[src/rtl/id_ex_stage.sv]
// Decode-to-execute pipeline register with operand forwarding, load-use bubbles and flush.
// One-cycle latency; in_ready drops on downstream stall or load-use hazard, rises on flush.
module id_ex_stage #(
  parameter int DATA_W    = 32,
  parameter int REG_AW    = 5,
  parameter int OPC_W     = 6,
  parameter int LOAD_OPC  = 13,
  parameter int STORE_OPC = 14,
  parameter int BEQ_OPC   = 15,
  parameter int BLT_OPC   = 19,
  parameter int CNT_W     = 16
) (
  input  logic              clk,
  input  logic              rst_n,
  input  logic              in_valid,
  output logic              in_ready,
  input  logic [OPC_W-1:0]  in_opcode,
  input  logic [REG_AW-1:0] in_rs_addr,
  input  logic [REG_AW-1:0] in_rt_addr,
  input  logic [REG_AW-1:0] in_rd_addr,
  input  logic [DATA_W-1:0] in_rs_data,
  input  logic [DATA_W-1:0] in_rt_data,
  input  logic [DATA_W-1:0] in_imm,
  input  logic              in_use_imm,
  input  logic              in_reg_write,
  input  logic              flush,
  input  logic              exm_valid,
  input  logic              exm_reg_write,
  input  logic              exm_is_load,
  input  logic [REG_AW-1:0] exm_rd_addr,
  input  logic [DATA_W-1:0] exm_result,
  input  logic              wb_valid,
  input  logic              wb_reg_write,
  input  logic [REG_AW-1:0] wb_rd_addr,
  input  logic [DATA_W-1:0] wb_data,
  output logic              ex_valid,
  input  logic              ex_ready,
  output logic [OPC_W-1:0]  ex_opcode,
  output logic [DATA_W-1:0] ex_operand1,
  output logic [DATA_W-1:0] ex_operand2,
  output logic [DATA_W-1:0] ex_store_data,
  output logic [REG_AW-1:0] ex_rd_addr,
  output logic              ex_reg_write,
  output logic              ex_is_load,
  output logic              ex_is_branch,
  output logic [CNT_W-1:0]  stall_count
);

  logic              r_valid;
  logic [OPC_W-1:0]  r_opcode;
  logic [DATA_W-1:0] r_op1;
  logic [DATA_W-1:0] r_op2;
  logic [DATA_W-1:0] r_store;
  logic [REG_AW-1:0] r_rd;
  logic              r_reg_write;
  logic              r_is_load;
  logic              r_is_branch;
  logic [CNT_W-1:0]  r_stall_cnt;

  logic              w_rt_used;
  logic              w_hazard;
  logic              w_slot_free;
  logic              w_accept;
  logic [DATA_W-1:0] w_fwd_rs;
  logic [DATA_W-1:0] w_fwd_rt;

  // A load in exm has no result yet, so it is never a forwarding source.
  function automatic logic [DATA_W-1:0] fwd(input logic [REG_AW-1:0] addr,
                                            input logic [DATA_W-1:0] rf);
    if (addr == '0)
      fwd = '0;
    else if (exm_valid && exm_reg_write && !exm_is_load && exm_rd_addr == addr)
      fwd = exm_result;
    else if (wb_valid && wb_reg_write && wb_rd_addr == addr)
      fwd = wb_data;
    else
      fwd = rf;
  endfunction

  assign w_rt_used   = !in_use_imm || (in_opcode == OPC_W'(STORE_OPC));
  assign w_hazard    = in_valid && exm_valid && exm_is_load && exm_reg_write &&
                       (exm_rd_addr != '0) &&
                       ((exm_rd_addr == in_rs_addr) || (w_rt_used && exm_rd_addr == in_rt_addr));
  assign w_slot_free = !r_valid || ex_ready;
  assign in_ready    = flush || (w_slot_free && !w_hazard);
  assign w_accept    = in_valid && in_ready && !flush;
  assign w_fwd_rs    = fwd(in_rs_addr, in_rs_data);
  assign w_fwd_rt    = fwd(in_rt_addr, in_rt_data);

  always_ff @(posedge clk) begin
    if (!rst_n) begin
      r_valid     <= 1'b0;
      r_opcode    <= '0;
      r_op1       <= '0;
      r_op2       <= '0;
      r_store     <= '0;
      r_rd        <= '0;
      r_reg_write <= 1'b0;
      r_is_load   <= 1'b0;
      r_is_branch <= 1'b0;
      r_stall_cnt <= '0;
    end else begin
      if (flush) begin
        r_valid <= 1'b0;
      end else if (w_accept) begin
        r_valid     <= 1'b1;
        r_opcode    <= in_opcode;
        r_op1       <= w_fwd_rs;
        r_op2       <= in_use_imm ? in_imm : w_fwd_rt;
        r_store     <= w_fwd_rt;
        r_rd        <= in_rd_addr;
        r_reg_write <= in_reg_write;
        r_is_load   <= (in_opcode == OPC_W'(LOAD_OPC));
        r_is_branch <= (in_opcode == OPC_W'(BEQ_OPC)) || (in_opcode == OPC_W'(BLT_OPC));
      end else if (w_slot_free) begin
        r_valid <= 1'b0;
      end
      if (w_hazard && !flush && r_stall_cnt != '1)
        r_stall_cnt <= r_stall_cnt + 1'b1;
    end
  end

  assign ex_valid      = r_valid;
  assign ex_opcode     = r_opcode;
  assign ex_operand1   = r_op1;
  assign ex_operand2   = r_op2;
  assign ex_store_data = r_store;
  assign ex_rd_addr    = r_rd;
  assign ex_reg_write  = r_reg_write;
  assign ex_is_load    = r_is_load;
  assign ex_is_branch  = r_is_branch;
  assign stall_count   = r_stall_cnt;

endmodule
[config.mk]
export PLATFORM = sky130hd
export DESIGN_NAME = id_ex_stage
export DESIGN_NICKNAME = d
export VERILOG_FILES = /design/src/rtl/id_ex_stage.sv
export SDC_FILE = /design/constraint.sdc
export NUM_CORES = 1
export LEC_CHECK = 0
export CAP_MARGIN = 15
export CORE_UTILIZATION = 42
export DETAILED_ROUTE_END_ITERATION = 12
export PLACE_DENSITY = 0.82
export SLEW_MARGIN = 20
export SYNTH_ARGS = -nofsm -noshare
export SYNTH_HDL_FRONTEND = slang
export SYNTH_SLANG_ARGS = --single-unit
[constraint.sdc]
create_clock -name clk -period 4.3 [get_ports clk]
set_input_delay 1.075 -clock clk [delete_from_list [all_inputs] [get_ports clk]]
set_output_delay 1.075 -clock clk [all_outputs]
set_load 0.03 [all_outputs]
=== Word-level counts from Yosys, hierarchy flattened ===
Cells that the tools add are included.

* Shift-type cells: 0
* Bitwise gates (word level): 2
* Multipliers: 0
* Reductions and logical operators: 34
* Mux-type cells: 9
* Eq/ne operators: 9
* Magnitude comparators: 0
* Add/sub/neg operators: 1
* Divide/modulo/power cells: 0

{| class="wikitable"
|+ Operators by type and width
! cell !! count
|-
| 2-to-1 mux 32 bit || 7
|-
| equality test 5 bit || 4
|-
| equality test 6 x 4 -> 1 bit, second input constant || 3
|-
| logical AND 1 bit || 18
|-
| adder 16 x 1 -> 16 bit, second input constant || 1
|-
| inequality test 16 bit, second input constant || 1
|-
| logical NOT 5 bit || 2
|-
| equality test 6 x 5 -> 1 bit, second input constant || 1
|-
| logical NOT 1 bit || 5
|-
| logical OR 1 bit || 5
|-
| nonzero test 5 bit || 1
|-
| 2-to-1 mux 1 bit || 2
|-
| NOT 1 bit || 2
|-
| AND reduction 2 bit || 1
|-
| nonzero test 2 bit || 1
|-
| OR reduction 2 bit || 1
|}

* Register bits: 127
* Memories kept: 0
* Bits in latches: 0
* Output and inout bits: 128
* RAM bits: 0
* ROM bits: 0
* Logic and storage cells: 65
* Input bits: 203

=== Logic depth before layout (Yosys ltp) ===
Gate-level depths: netlist of run 1.

* Depth in word-level cells: 11
* Depth in mapped cells: 9
* Depth with buffers taken out: 6

=== Least setup slack after synthesis of run 1 ===
Ideal clock, no wire load.

* Kind: input-to-output
* From: input exm_rd_addr[1]
* To: output in_ready
* Data required time: 3,225 ps
* Arrival time: 3,141 ps
* Buffers on the path: 3
* Path slack: 84 ps
* Stages on the path: 8
* Path through: or4_1 > o211ai_2 > and4b_4 > or2_1 > clkbuf_1 > clkbuf_1 > clkbuf_1 > nor2_1

* Cells in the longest elaborated chain, start to end: 7
* Elaborated cells on any way between the ends: 10
* Classes of those cells: eq/ne: 2; reduce/logical: 8

{| class="wikitable"
|+ RTL lines
! what !! RTL line !! source
|-
| start: declaration || 30 || <nowiki>input logic [REG_AW-1:0] exm_rd_addr,</nowiki>
|-
| equality test 5 bit || 83 || <nowiki>((exm_rd_addr == in_rs_addr) || (w_rt_used && exm_rd_addr == in_rt_addr));</nowiki>
|-
| logical AND 1 bit || 83 ||
|-
| logical OR 1 bit || 83 ||
|-
| logical AND 1 bit * || 82 || <nowiki>(exm_rd_addr != '0) &&</nowiki>
|-
| logical NOT 1 bit * || 85 || <nowiki>assign in_ready = flush || (w_slot_free && !w_hazard);</nowiki>
|-
| logical AND 1 bit * || 85 ||
|-
| logical OR 1 bit * || 85 ||
|-
| end: declaration || 16 || <nowiki>output logic in_ready,</nowiki>
|}

Every way passes the cells marked *; elsewhere a longest branch is shown, timed or not.

=== Worst setup path after layout of run 1 ===
* From: input exm_rd_addr[3]
* To: output in_ready

The elaborated chain is that of the path after synthesis.

==> summary.md, run 1 <==
| Metric | Value |
|---|---|
| Status | finished, final reports clean |
| Die area | 0.0170 sq mm |
| 1st-iter DRT viols | 566 |
| Final Cell Area | 0.0110 sq mm |
| DRC | 0 |
| Post-synthesis register bit count | 127 |
| Crit end category | output port |
| Hold WC Path Type | flop to flop |
| Overall routed net length | 27.2 mm |
| Routability-driven placement congestion ratio | 0.900 |
| Remaining antenna violation count | 0 |
| Worst vdd ir | 0.278 mV |
| Crit share post-route | 97.4% |
| Worst-Skew Late Latency | 420 ps |
| Clk buf depth | 2 |
| Area Growth Syn to Fin | 58.4% |
| Leading cell type in the layout, fill and taps excluded | clkdlybuf4s50_1 |
| PortBufs | 330 |
| Clk_skew | 5.95 ps |
| GR Overflow Total | 0 |
| Post-CTS Hold Buffers | 0 |
| Chip width | 130 um |
| Total Routing Usage GR | 31.1% |
| Synth Flop Type | dfxtp_1 |
| Post-synth net total | 1085 |
| Synth async-reset ratio | 0% |
| Syn avg cell area | 7.86 sq um |
| Share of cells above drive strength 1 | 8.57% |
| Slew Limit Headroom | 29.0% |
| Hold slack final | 474 ps |
| Worst setup margin | 114 ps |
| Util after Layout | 68.5% |
| Setup Fix Bufs, Post-CTS | 0 |
| CTS sink cnt | 127 |
| FP Rows | 46 |
| Initial antenna violation count | 1 |
| Fin. max-slew vios | 0 |
| Final net count | 1369 |
| Clock slew at reported path FFs | 50 ps |
| Max-cap violations | 0 |
| Setup crit start kind | primary input |
| Root buf cell | clkbuf_16 |
| Synth cell types | 44 |
| Post-Syn Area | 0.00692 sq mm |
| Post-CTS sizing | 0 |
| H-tree Lvls | 4 |
| Post-synth EDFFs | 0 |
| Initial Util | 43.3% |
| Sequential area share after synthesis | 36.7% |
| Max Clock Freq | 239 MHz |
| Vias per inst | 5.79 |
| Layout filler cell count | 1321 |
| Critical Path RT | 3220 ps |
| Min Tclk post-route | 4190 ps |
| Critical setup path kind | primary input to output port |
| Crit path cell chain | clkdlybuf4s50_1 > or4_1 > o211ai_2 > and4b_4 > or2_2 > nor2_1 > buf_4 |
| Syn Inst Count | 881 |
| Via count | 8075 |
| Vias in the first global route | 7679 |
| Final Setup Violations | 0 |
| Layout Cells excl Fill | 1395 |
| Pre-CTS setup slack | 137 ps |
| Final TNS setup | 0 ps |
| DRT Pass-1 Iters | 5 |
| P_leak | 4.17 nW |
| CP max stage delay | 510 ps |
| Die Ht | 130 um |
| Total Power | 3.44 mW |
| First-pass GRT wire length | 40.2 mm |
| DR WL/cell | 19.5 um |
| Largest net degree at the start of global routing | 129 |
| RSZ-0062 raised after global routing | no |
| Max Fanout on Critical Path | 3 |
| Placed wire-length estimate | 19.2 mm |
| TritonCTS clock tree | yes |
| Hold Fails Final Rpt | 0 |
| Pwr Density | 314 mW/mm^2 |
| YS warnings | 0 |
| IO Count | 331 |
| DP Cell Count | 1362 |
| Core area | 0.0160 sq mm |
| Post-Place Cell Area | 0.0104 sq mm |
| Cts bufs inserted | 17 |
| Worst path slowest cell | or4_1 |
| CP arrival | 3110 ps |
| Commonest non-fill, non-tap cells in the layout | clkdlybuf4s50_1 (327), nand2_1 (159), o21ai_0 (138) |
| Worst R2R Setup Slack | 1640 ps |
| Worst Tran Pin Value | 1060 ps |
-- area by class of cell --
class,instances,area (sq um),area share [%]
sequential,127,2540,23.2
inverter,3,11.3,0.103
antenna,1,2.50,0.0228
tap,216,270,2.46
timing repair buffer,350,3470,31.6
multi-input combinational,666,4080,37.2
clock buffer,22,484,4.42
clock inverter,10,110,1.00
-- report_power, final --
part | internal [mW] | total [mW] | switching (mW)
sequential | 1.24 | 1.27 | 0.0324
combinational | 0.361 | 0.721 | 0.360
clock | 0.910 | 1.45 | 0.544
-- path summary, 6_finish.rpt --
path	startpoint	endpoint	depth (start not counted)
hold / removal	ex_rd_addr[3]	ex_rd_addr[3]	2
setup / recovery	exm_rd_addr[3]	in_ready	7
hold reg to reg	ex_rd_addr[3]	ex_rd_addr[3]	2
setup reg to reg	stall_count[6]	stall_count[9]	6
-- state kept, by name, indices dropped and copies added (netlist names) --
signal and cells:
ex_valid 1, ex_is_branch 1, ex_rd_addr 5, ex_is_load 1, ex_reg_write 1, stall_count 16
ex_operand1 32, ex_store_data 32, ex_opcode 6, ex_operand2 32
-- kinds of logic (layout without fill, tap and decap cells) --
| family | count (synthesis) | after routing | synth area share, % |
|---|---|---|---|
| AO/OA/AOI/OAI | 335 | 335 | 31.3 |
| multiplexers | 41 | 41 | 5.93 |
| other | 0 | 1 | 0 |
| XOR/XNOR | 20 | 20 | 2.53 |
| adder cells (fa/ha/maj) | 1 | 1 | 0.181 |
| flip-flops | 127 | 127 | 36.7 |
| AND/OR/NAND/NOR | 269 | 269 | 18.2 |
| buffers and inverters | 88 | 385 | 5.17 |
-- layer usage --
layer	GRT usage, %	vias to the layer above	wire [um]
li1	-	3823	-
met4	16.0	0	927
met3	8.84	67	2560
met5	0	-	0
met1	33.6	3759	10300
met2	55.6	426	13400
-- worst max-delay path, delay by kind of cell --
family,cells,cell delay (ps)
and+or+nand+nor,4,1190
buffers and inverters,2,650
AOI/OAI and AO/OA,1,190
-- cells in the mapped netlist (2+ instances only) --
library cell,number,area (sq um)
or4_1,6,45.0
nand3_1,13,65.1
buf_2,4,20.0
nand4_1,2,12.5
or3_1,2,12.5
xor2_1,13,114
nand3b_1,2,15.0
o21ai_1,6,30.0
nor3_2,2,20.0
a31o_2,32,280
dfxtp_1,127,2540
inv_1,3,11.3
o31ai_1,36,270
a21oi_1,18,90.1
xnor2_1,7,61.3
o41ai_1,2,17.5
and3_1,37,231
buf_6,3,33.8
nand2b_1,12,75.1
nor2_1,8,30.0
a22o_1,32,280
nand2_1,161,604
o211ai_1,32,240
o21ai_0,138,691
mux2i_1,41,410
nor4_1,8,50.1
clkbuf_1,75,282
nor3_1,10,50.1
buf_1,3,11.3
a31oi_1,32,200
(Power assumes the default switching activity.)
==> run 2: changes to the inputs <==
--- a/config.mk
+++ b/config.mk
@@ -8,6 +8,7 @@
 export CAP_MARGIN = 15
 export CORE_UTILIZATION = 42
 export DETAILED_ROUTE_END_ITERATION = 12
+export HOLD_SLACK_MARGIN = 0.1
 export PLACE_DENSITY = 0.82
 export SLEW_MARGIN = 20
 export SYNTH_ARGS = -nofsm -noshare
==> results of run 2 <==
No change in the layout: final DEF, timing and power equal those of run 1.
==> run 3: changes to the inputs <==
--- a/config.mk
+++ b/config.mk
@@ -6,10 +6,10 @@
 export NUM_CORES = 1
 export LEC_CHECK = 0
 export CAP_MARGIN = 15
-export CORE_UTILIZATION = 42
+export CORE_UTILIZATION = 38
 export DETAILED_ROUTE_END_ITERATION = 12
 export HOLD_SLACK_MARGIN = 0.1
-export PLACE_DENSITY = 0.82
+export PLACE_DENSITY = 0.78
 export SLEW_MARGIN = 20
 export SYNTH_ARGS = -nofsm -noshare
 export SYNTH_HDL_FRONTEND = slang
==> constraint.sdc (replaced) <==
create_clock -name clk -period 3.5 [get_ports clk]
set_input_delay 0.875 -clock clk [delete_from_list [all_inputs] [get_ports clk]]
set_output_delay 0.875 -clock clk [all_outputs]
set_load 0.03 [all_outputs]
==> summary.md, run 3 (synthesis gave the netlist of run 1 again) <==
| Metric | Value |
|---|---|
| Critical Path RT | 2620 ps |
| Clk buf depth | 2 |
| Root buf cell | clkbuf_16 |
| 1st-iter DRT viols | 532 |
| IO Count | 331 |
| Vias per inst | 5.64 |
| Max Fanout on Critical Path | 3 |
| Hold-critical path depth | 2 |
| Final TNS setup | 0 ps |
| Placed wire-length estimate | 19.6 mm |
| Initial Util | 39.5% |
| Fin. max-slew vios | 0 |
| Initial antenna violation count | 0 |
| Hold_sp | ex_is_branch |
| Total Routing Usage GR | 29.1% |
| Leading cell type in the layout, fill and taps excluded | clkdlybuf4s50_1 |
| DP Cell Count | 1388 |
| First-pass GRT wire length | 41.3 mm |
| R2r startpoint | stall_count[6] |
| Commonest non-fill, non-tap cells in the layout | clkdlybuf4s50_1 (323), nand2_1 (159), o21ai_0 (138) |
| Share of cells above drive strength 1 | 10.5% |
| Core area | 0.0175 sq mm |
| DRT Pass-1 Iters | 5 |
| Routability-driven placement congestion ratio | 0.827 |
| Cts bufs inserted | 17 |
| GR Overflow Total | 0 |
| Status | finished, final reports clean |
| Post-Place Cell Area | 0.0106 sq mm |
| DRC | 0 |
| Remaining antenna violation count | 0 |
| Min Tclk post-route | 3460 ps |
| Area Growth Syn to Fin | 62.3% |
| FF-to-FF End | stall_count[9] |
| FP Rows | 48 |
| Worst vdd ir | 0.346 mV |
| Clk_skew | 5.55 ps |
| Final Setup Violations | 0 |
| Worst Tran Pin Value | 660 ps |
| H-tree Lvls | 4 |
| PortBufs | 330 |
| Final net count | 1389 |
| Max-cap violations | 0 |
| Worst R2R Setup Slack | 1140 ps |
| Clock share of power | 42.9% |
| Pwr Density | 384 mW/mm^2 |
| Antenna diodes | 0 |
| Critical setup path kind | primary input to output port |
| CP arrival | 2590 ps |
| Final Cell Area | 0.0112 sq mm |
| Slew Limit Headroom | 56.0% |
| Setup crit start kind | primary input |
| Largest net degree at the start of global routing | 129 |
| Die Ht | 137 um |
| Hold Fails Final Rpt | 0 |
| Layout Cells excl Fill | 1422 |
| Chip width | 137 um |
| Vias in the first global route | 7660 |
| Worst-Skew Late Latency | 420 ps |
| Crit end category | output port |
| Flop pwr share | 36.1% |
| P_leak | 4.32 nW |
| Hold Path End | ex_is_branch |
| Via count | 8025 |
| Comb power frac | 21.0% |
| TritonCTS clock tree | yes |
| CTS sink cnt | 127 |
| Max Clock Freq | 289 MHz |
| RSZ-0062 raised after global routing | no |
| DR WL/cell | 19.2 um |
| Net Sw Power | 1.18 mW |
| Switching Fraction | 27.3% |
| Crit share post-route | 98.9% |
| Die area | 0.0188 sq mm |
| Overall routed net length | 27.3 mm |
| Hold WC Path Type | flop to flop |
| Clock slew at reported path FFs | 60 ps |
| Internal power | 3.14 mW |
| R2R cell count | 7 |
## run 3: power groups by stage
stage          Clock [mW]  Combinational (mW)  Sequential (mW)
6_report             1.85               0.905             1.56
5_1_grt              1.94               0.962             1.57
4_1_cts              1.87               0.902             1.56
3_5_place_dp            0               0.899             1.59
3_3_place_gp            0               0.891             1.59
2_1_floorplan           0               0.252             1.73
## run 3: cell type report
| type | instances | area (sq um) |
|---|---|---|
| Clock buffer | 19 | 453 |
| Clock inverter | 12 | 159 |
| Tap cell | 225 | 282 |
| Fill cell | 1492 | 6300 |
| Sequential cell | 127 | 2540 |
| Multi-Input combinational cell | 666 | 4110 |
| Inverter | 3 | 11.3 |
| Timing Repair Buffer | 370 | 3680 |
## run 3: routing by layer
| metal | wire, um | share of wire (%) | track usage [%] |
|---|---|---|---|
| met1 | 10600 | 39 | 33.3 |
| met2 | 13400 | 49 | 50.5 |
| met3 | 2590 | 9.5 | 8.15 |
| met4 | 764 | 2.8 | 12.1 |
| met5 | 0 | 0 | 0 |
## run 3: worst max path at each step
stage              startpoint                 to  slack [ps]  cells after the start
2_1_floorplan  exm_rd_addr[1]           in_ready          -6                      8
3_3_place_gp   exm_rd_addr[1]           in_ready        -240                      7
3_5_place_dp   exm_rd_addr[1]  ex_store_data[26]        -270                      9
4_1_cts              in_valid           in_ready           7                      8
5_1_grt        exm_rd_addr[1]           in_ready           5                      8
6_report       exm_rd_addr[1]           in_ready          40                      8
## run 3: worst max-delay path: stages
cell	delay, ps
dlygate4sd2_1	250
or4_4	530
o211ai_2	200
buf_4	150
nor3_1	60
or2_4	280
nor2_4	110
buf_6	130
## run 3: timing repair
action / CTS / global route
resized for setup: 5 / 4
pin swaps: 2 / 2
hold buffers: 0 / 0
endpoints found under the hold margin: 0 / 0
setup endpoints to repair: 1 / 1
buffers inserted: 2 / 1
## run 3: metrics by stage
stage	setup WS [ps]	power, mW	util, %	hold WS, ps
final	37.2	4.32	64.1	465
after global routing	4.80	4.47	64.1	494
after CTS	6.62	4.33	63.9	474
after detailed placement	-265	2.49	60.3	465
after global placement	-237	2.48	60.3	448
after floorplan	-6.39	1.98	-	581
